==> src/rtl/dcok_monitor.sv <==
// rtl/dcok_monitor.sv - Q-bus BDCOK receiver: synchronise, de-glitch and classify negations
module dcok_monitor #(
    parameter int FILT_LEN = 3,
    parameter int MIN_LOW  = 8,
    parameter int MAX_LOW  = 2500,
    parameter int INIT_LEN = 250,
    localparam int W       = $clog2(MAX_LOW + 1)
) (
    input  logic         clock,
    input  logic         nrst,
    input  logic         bdcok_in,
    input  logic         ena,
    output logic         init,
    output logic         restart,
    output logic         glitch,
    output logic         dcfail,
    output logic [W-1:0] last_low
);

    localparam int FW = $clog2(FILT_LEN + 1);
    localparam int IW = $clog2(INIT_LEN + 1);

    typedef enum logic [1:0] {S_OK, S_LOW, S_FAIL, S_INIT} state_t;

    logic          sync1_q, sync2_q;
    logic          filt_q, filt_d, filt_prev_q;
    logic [FW-1:0] fcnt_q, fcnt_d;
    logic          filt_fall;

    state_t        state_q, state_d;
    logic [W-1:0]  lowcnt_q, lowcnt_d;
    logic [IW-1:0] initcnt_q, initcnt_d;
    logic [W-1:0]  last_low_q, last_low_d;
    logic          init_q, init_d;
    logic          dcfail_q, dcfail_d;
    logic          restart_q, restart_d;
    logic          glitch_q, glitch_d;

    always_ff @(posedge clock or negedge nrst) begin
        if (!nrst) begin
            sync1_q     <= 1'b1;
            sync2_q     <= 1'b1;
            filt_q      <= 1'b1;
            filt_prev_q <= 1'b1;
            fcnt_q      <= '0;
        end else begin
            sync1_q     <= bdcok_in;
            sync2_q     <= sync1_q;
            filt_q      <= filt_d;
            filt_prev_q <= filt_q;
            fcnt_q      <= fcnt_d;
        end
    end

    // Any sample agreeing with the filtered level restarts the run count.
    always_comb begin
        filt_d = filt_q;
        fcnt_d = '0;
        if (sync2_q != filt_q) begin
            if (fcnt_q == FW'(FILT_LEN - 1)) begin
                filt_d = sync2_q;
            end else begin
                fcnt_d = fcnt_q + 1'b1;
            end
        end
    end

    // Edge-based so a negation already in progress when ena rises is ignored.
    assign filt_fall = filt_prev_q & ~filt_q;

    always_ff @(posedge clock or negedge nrst) begin
        if (!nrst) begin
            state_q    <= S_OK;
            lowcnt_q   <= '0;
            initcnt_q  <= '0;
            last_low_q <= '0;
            init_q     <= 1'b0;
            dcfail_q   <= 1'b0;
            restart_q  <= 1'b0;
            glitch_q   <= 1'b0;
        end else begin
            state_q    <= state_d;
            lowcnt_q   <= lowcnt_d;
            initcnt_q  <= initcnt_d;
            last_low_q <= last_low_d;
            init_q     <= init_d;
            dcfail_q   <= dcfail_d;
            restart_q  <= restart_d;
            glitch_q   <= glitch_d;
        end
    end

    always_comb begin
        state_d    = state_q;
        lowcnt_d   = lowcnt_q;
        initcnt_d  = initcnt_q;
        last_low_d = last_low_q;
        restart_d  = 1'b0;
        glitch_d   = 1'b0;

        case (state_q)
            S_OK: begin
                if (filt_fall) begin
                    state_d  = S_LOW;
                    lowcnt_d = W'(1);
                end
            end
            S_LOW: begin
                if (!filt_q) begin
                    if (lowcnt_q == W'(MAX_LOW - 1)) begin
                        state_d  = S_FAIL;
                        lowcnt_d = W'(MAX_LOW);
                    end else begin
                        lowcnt_d = lowcnt_q + 1'b1;
                    end
                end else if (lowcnt_q < W'(MIN_LOW)) begin
                    glitch_d = 1'b1;
                    state_d  = S_OK;
                    lowcnt_d = '0;
                end else begin
                    restart_d  = 1'b1;
                    last_low_d = lowcnt_q;
                    state_d    = S_INIT;
                    initcnt_d  = '0;
                end
            end
            S_FAIL: begin
                if (filt_q) begin
                    last_low_d = W'(MAX_LOW);
                    restart_d  = 1'b1;
                    state_d    = S_INIT;
                    initcnt_d  = '0;
                end
            end
            S_INIT: begin
                if (filt_fall) begin
                    state_d  = S_LOW;
                    lowcnt_d = W'(1);
                end else if (initcnt_q == IW'(INIT_LEN - 1)) begin
                    state_d = S_OK;
                end else begin
                    initcnt_d = initcnt_q + 1'b1;
                end
            end
            default: begin
                state_d = S_OK;
            end
        endcase

        if (!ena) begin
            state_d    = S_OK;
            lowcnt_d   = '0;
            initcnt_d  = '0;
            last_low_d = last_low_q;
            restart_d  = 1'b0;
            glitch_d   = 1'b0;
        end

        // Level outputs are decoded from the next state so they track state entry.
        init_d   = (state_d == S_FAIL) || (state_d == S_INIT);
        dcfail_d = (state_d == S_FAIL);
    end

    assign init     = init_q;
    assign restart  = restart_q;
    assign glitch   = glitch_q;
    assign dcfail   = dcfail_q;
    assign last_low = last_low_q;

endmodule

==> config.mk <==
export PLATFORM = sky130hd
export DESIGN_NAME = dcok_monitor
export DESIGN_NICKNAME = d
export VERILOG_FILES = /design/src/rtl/dcok_monitor.sv
export SDC_FILE = /design/constraint.sdc
export NUM_CORES = 1
export LEC_CHECK = 0
export CAP_MARGIN = 15
export CORE_AREA = 5 5 115 63
export CTS_BUF_LIST = sky130_fd_sc_hd__clkbuf_16
export DETAILED_ROUTE_END_ITERATION = 8
export DIE_AREA = 0 0 120 68
export PLACE_DENSITY = 0.55
export SKIP_LAST_GASP = 1
export SLEW_MARGIN = 20
export SYNTH_ARGS = -nofsm -noshare
export SYNTH_HDL_FRONTEND = slang
export SYNTH_SLANG_ARGS = --single-unit
==> constraint.sdc <==
create_clock -name clock -period 4.54 [get_ports clock]
set_input_delay 1.362 -clock clock [delete_from_list [all_inputs] [get_ports clock]]
set_output_delay 1.362 -clock clock [all_outputs]
set_load 0.01 [all_outputs]
==> results.tsv <==
stage	metric	value	unit
worst_setup_path	critical_path_class	primary input to flop	
placement	gp_congestion	0.7800	
finish	antenna_cells	0	
clock_network	clk_latency	290	ps
power	combPwrFrac	27.2	%
finish	layout-drive-gt1-share	7.836	%
global_routing	grt_pass1_wl	9004	um
finish	fin_nets	278	
placement	dpl_cell_area	2604	um2
sta	finalSetupViolCount	0	
worst_setup_path	cp.arrival	3410	ps
finish	fillers	632	
global_routing	grt.overflow.total	0	
synth	synth_compound_area_share	14.80	%
worst_setup_path	cp_max_fo	12	
detailed_routing	vias_per_cell	5.443	
synth	synth-seq-cells	44	
synth	synthTopCellsByArea	dfrtp_1 (43%), nand2_1 (6.7%), o21ai_0 (5.3%)	
clock_network	post-cts-setup-buffers	0	
synth	yosysUniqueCellTypes	42	
sta	timing.fmax	0.3137	GHz
sta	timing.final.max_slew_violations	0	
detailed_routing	ant_nets	0	
finish	syn2layout_area_growth	16.72	%
worst_setup_path	rrSetupSlack	1870	ps
clock_network	clk_pin_slew_worst_paths	60	ps
synth	synth_mux_area_share	3.887	%
synth	synth-simple-area-share	27.69	%
clock_network	clockRootBuffer	clkbuf_16	
placement	place_ws	1094	ps
worst_setup_path	startpoint_type	primary input	
detailed_routing	drt_iter0_drc	167	
global_routing	antenna_found_initial	0	
synth	synth-xor-area-share	0.3727	%
sta	worst_pin_slew	991.4	ps
hold_path	hp-class	flop to flop	
power	swShare	33.41	%
synth	synth_top_cell_by_area	dfrtp_1	
synth	yosysSeqAreaShare	47.07	%
sta	fin_crit	3188	ps
worst_setup_path	critical_path.endpoint_type	flop	
synth	synth.most_common_cell	nand2_1	
run	drv_cap	0	
worst_setup_path	cp.required	4770	ps
synth	yosys_warnings	0	
clock_network	cts.sinks	44	
synth	synth_fa_ha_area_share	3.727	%
power	leakagePower	1.142	nW
die	die_area	8160	um2
die	dieHeight	68	um
detailed_routing	drc	0	
clock_network	cts_tree	yes	
synth	synth_top_family_by_area	simple AND/OR/NAND/NOR gates	
sta	relSlewSlack	33.40	%
die	num_io_pins	20	
power	p_switching	0.0003857	W
finish	finalInstanceArea	2743	um2
synth	synthesis.nets	260	
synth	synth_cells	249	
synth	synthArstFlopShare	100.0	%
detailed_routing	drt-total-wl	5408	um
global_routing	grt_pass1_vias	1648	
status	outcome	finished clean	
sta	grt_setup_unrepaired	false	
placement	numPortBuffers	19	
detailed_routing	via_count	1894	
power	sequentialPowerShare	42.6	%
clock_network	h-tree-depth	2	
detailed_routing	post_drt_wl_per_cell	15.54	um
sta	hold_ws	354.7	ps
synth	synth_edf_count	0	
clock_network	numCtsBuffers	5	
clock_network	ctsHoldBuffers	0	
global_routing	grt_max_degree	45	
sta	hold_violations	0	
power	ir_worst_vdd	0.2416	mV
placement	hpwlAfterDp	3731	um
synth	synth_common_cells	nand2_1 (42), dfrtp_1 (40), o21ai_0 (25)	
sta	timing.final.crit_share	70.22	%
synth	synth.top_cell.area_share	42.60	%
die	coreArea	6280	um2
die	start_util	37.42	%
power	clkPwrFrac	30.2	%
detailed_routing	dr.pass1.iters	4	
sta	setup_tns	0	ps
clock_network	cts_resized	0	
synth	synthFlopType	dfrtp_1	
synth	syn_area	2350	um2
die	row_count	21	
sta	setup_slack	1352	ps
power	cellPowerDensity	420.9	nW/um2
synth	postSynthAreaPerCell	9.437	um2
global_routing	track_usage	14.23	%
clock_network	cts_max_path_buffers	2	
die	die_w	120	um
power	internal_power	0.0007687	W
sta	worst_clock_skew	8.158	ps
[final cells by class]
| type | instances | area (um2) | area share [%] |
|---|---|---|---|
| clock buffer | 5 | 125.1 | 4.562 |
| clock inverter | 3 | 11.26 | 0.4106 |
| inverter | 7 | 26.28 | 0.9580 |
| multi-input combinational | 190 | 1186 | 43.25 |
| sequential | 44 | 1106 | 40.33 |
| tap | 80 | 100.1 | 3.650 |
| timing repair buffer | 19 | 187.7 | 6.843 |
[critical path, stage by stage]
cell and delay, ps:
clkdlybuf4s50_1 730, nand2_1 120, nor3_1 810, o21ai_0 250
nand2_1 120
[worst paths after layout]
kind | cells past startpoint | to | from
worst max-delay path | 5 | last_low[7] | ena
worst min-delay path | 0 | sync2_q | sync1_q
worst max register to register | 7 | initcnt_q[7] | state_q[0]
worst min register to register | 0 | sync2_q | sync1_q
max in group asynchronous | 1 | sync1_q | nrst
min in group asynchronous | 1 | state_q[0] | nrst
[stage by stage]
| step | utilization, % | power, W | cells |
|---|---|---|---|
| 2_1_floorplan | - | 0.0007174 | 249 |
| 3_3_place_gp | 41.46 | 0.0008087 | 340 |
| 3_5_place_dp | 41.46 | 0.0008090 | 340 |
| 4_1_cts | 43.63 | 0.001161 | 348 |
| 5_1_grt | 43.67 | 0.001231 | 348 |
| 6_report | 43.67 | 0.001154 | 348 |
[state kept, by name (all words and copies together) (netlist names)]
name	count
dcfail	1
fcnt_q	2
filt_prev_q	1
filt_q	1
glitch	1
init	1
initcnt_q	8
last_low	12
lowcnt_q	12
restart	1
state_q	2
sync1_q	1
sync2_q	1
[cells in the final DEF, fill, tap and decap left out, types with 2 or more instances in the layout]
cell             instances
nand2_1                 42
dfrtp_1                 40
o21ai_0                 25
clkdlybuf4s50_1         18
nand3_1                 14
nand3b_1                11
a21oi_1                 10
nor2_1                  10
nor3b_1                  8
mux2i_1                  8
inv_1                    7
ha_1                     7
nor3_1                   6
nand2b_1                 5
or3_1                    5
nor2b_1                  5
o31ai_1                  5
clkbuf_16                5
dfstp_2                  4
clkinv_1                 3
nor4_1                   3
and3_1                   3
a31o_2                   2
a32o_1                   2
or2_2                    2
[routing by layer]
metal / wire, um / up-vias / share of wire, % / track usage [%]
li1: - / 929 / - / -
met1: 3128 / 905 / 58 / 23.43
met2: 1894 / 55 / 35 / 16.56
met3: 317 / 5 / 5.9 / 3.716
met4: 67 / 0 / 1.2 / 5.136
met5: 0 / - / 0 / 0
[power groups by stage]
stage	clock network (W)	registers, W	logic, W
floorplan	0	0.000482	0.000236
global placement	0	0.000498	0.000310
detailed placement	0	0.000497	0.000312
CTS	0.000358	0.000491	0.000312
global route	0.000376	0.000501	0.000354
finish	0.000349	0.000492	0.000314
[cells by family after synthesis]
| group | Yosys count |
|---|---|
| flip-flops | 44 |
| buffers and inverters | 15 |
| adder cells (fa/ha/maj) | 7 |
| XOR/XNOR | 1 |
| multiplexers | 9 |
| AO/OA/AOI/OAI | 53 |
| AND/OR/NAND/NOR | 120 |
Note: power is estimated with default switching activity, not from simulation.
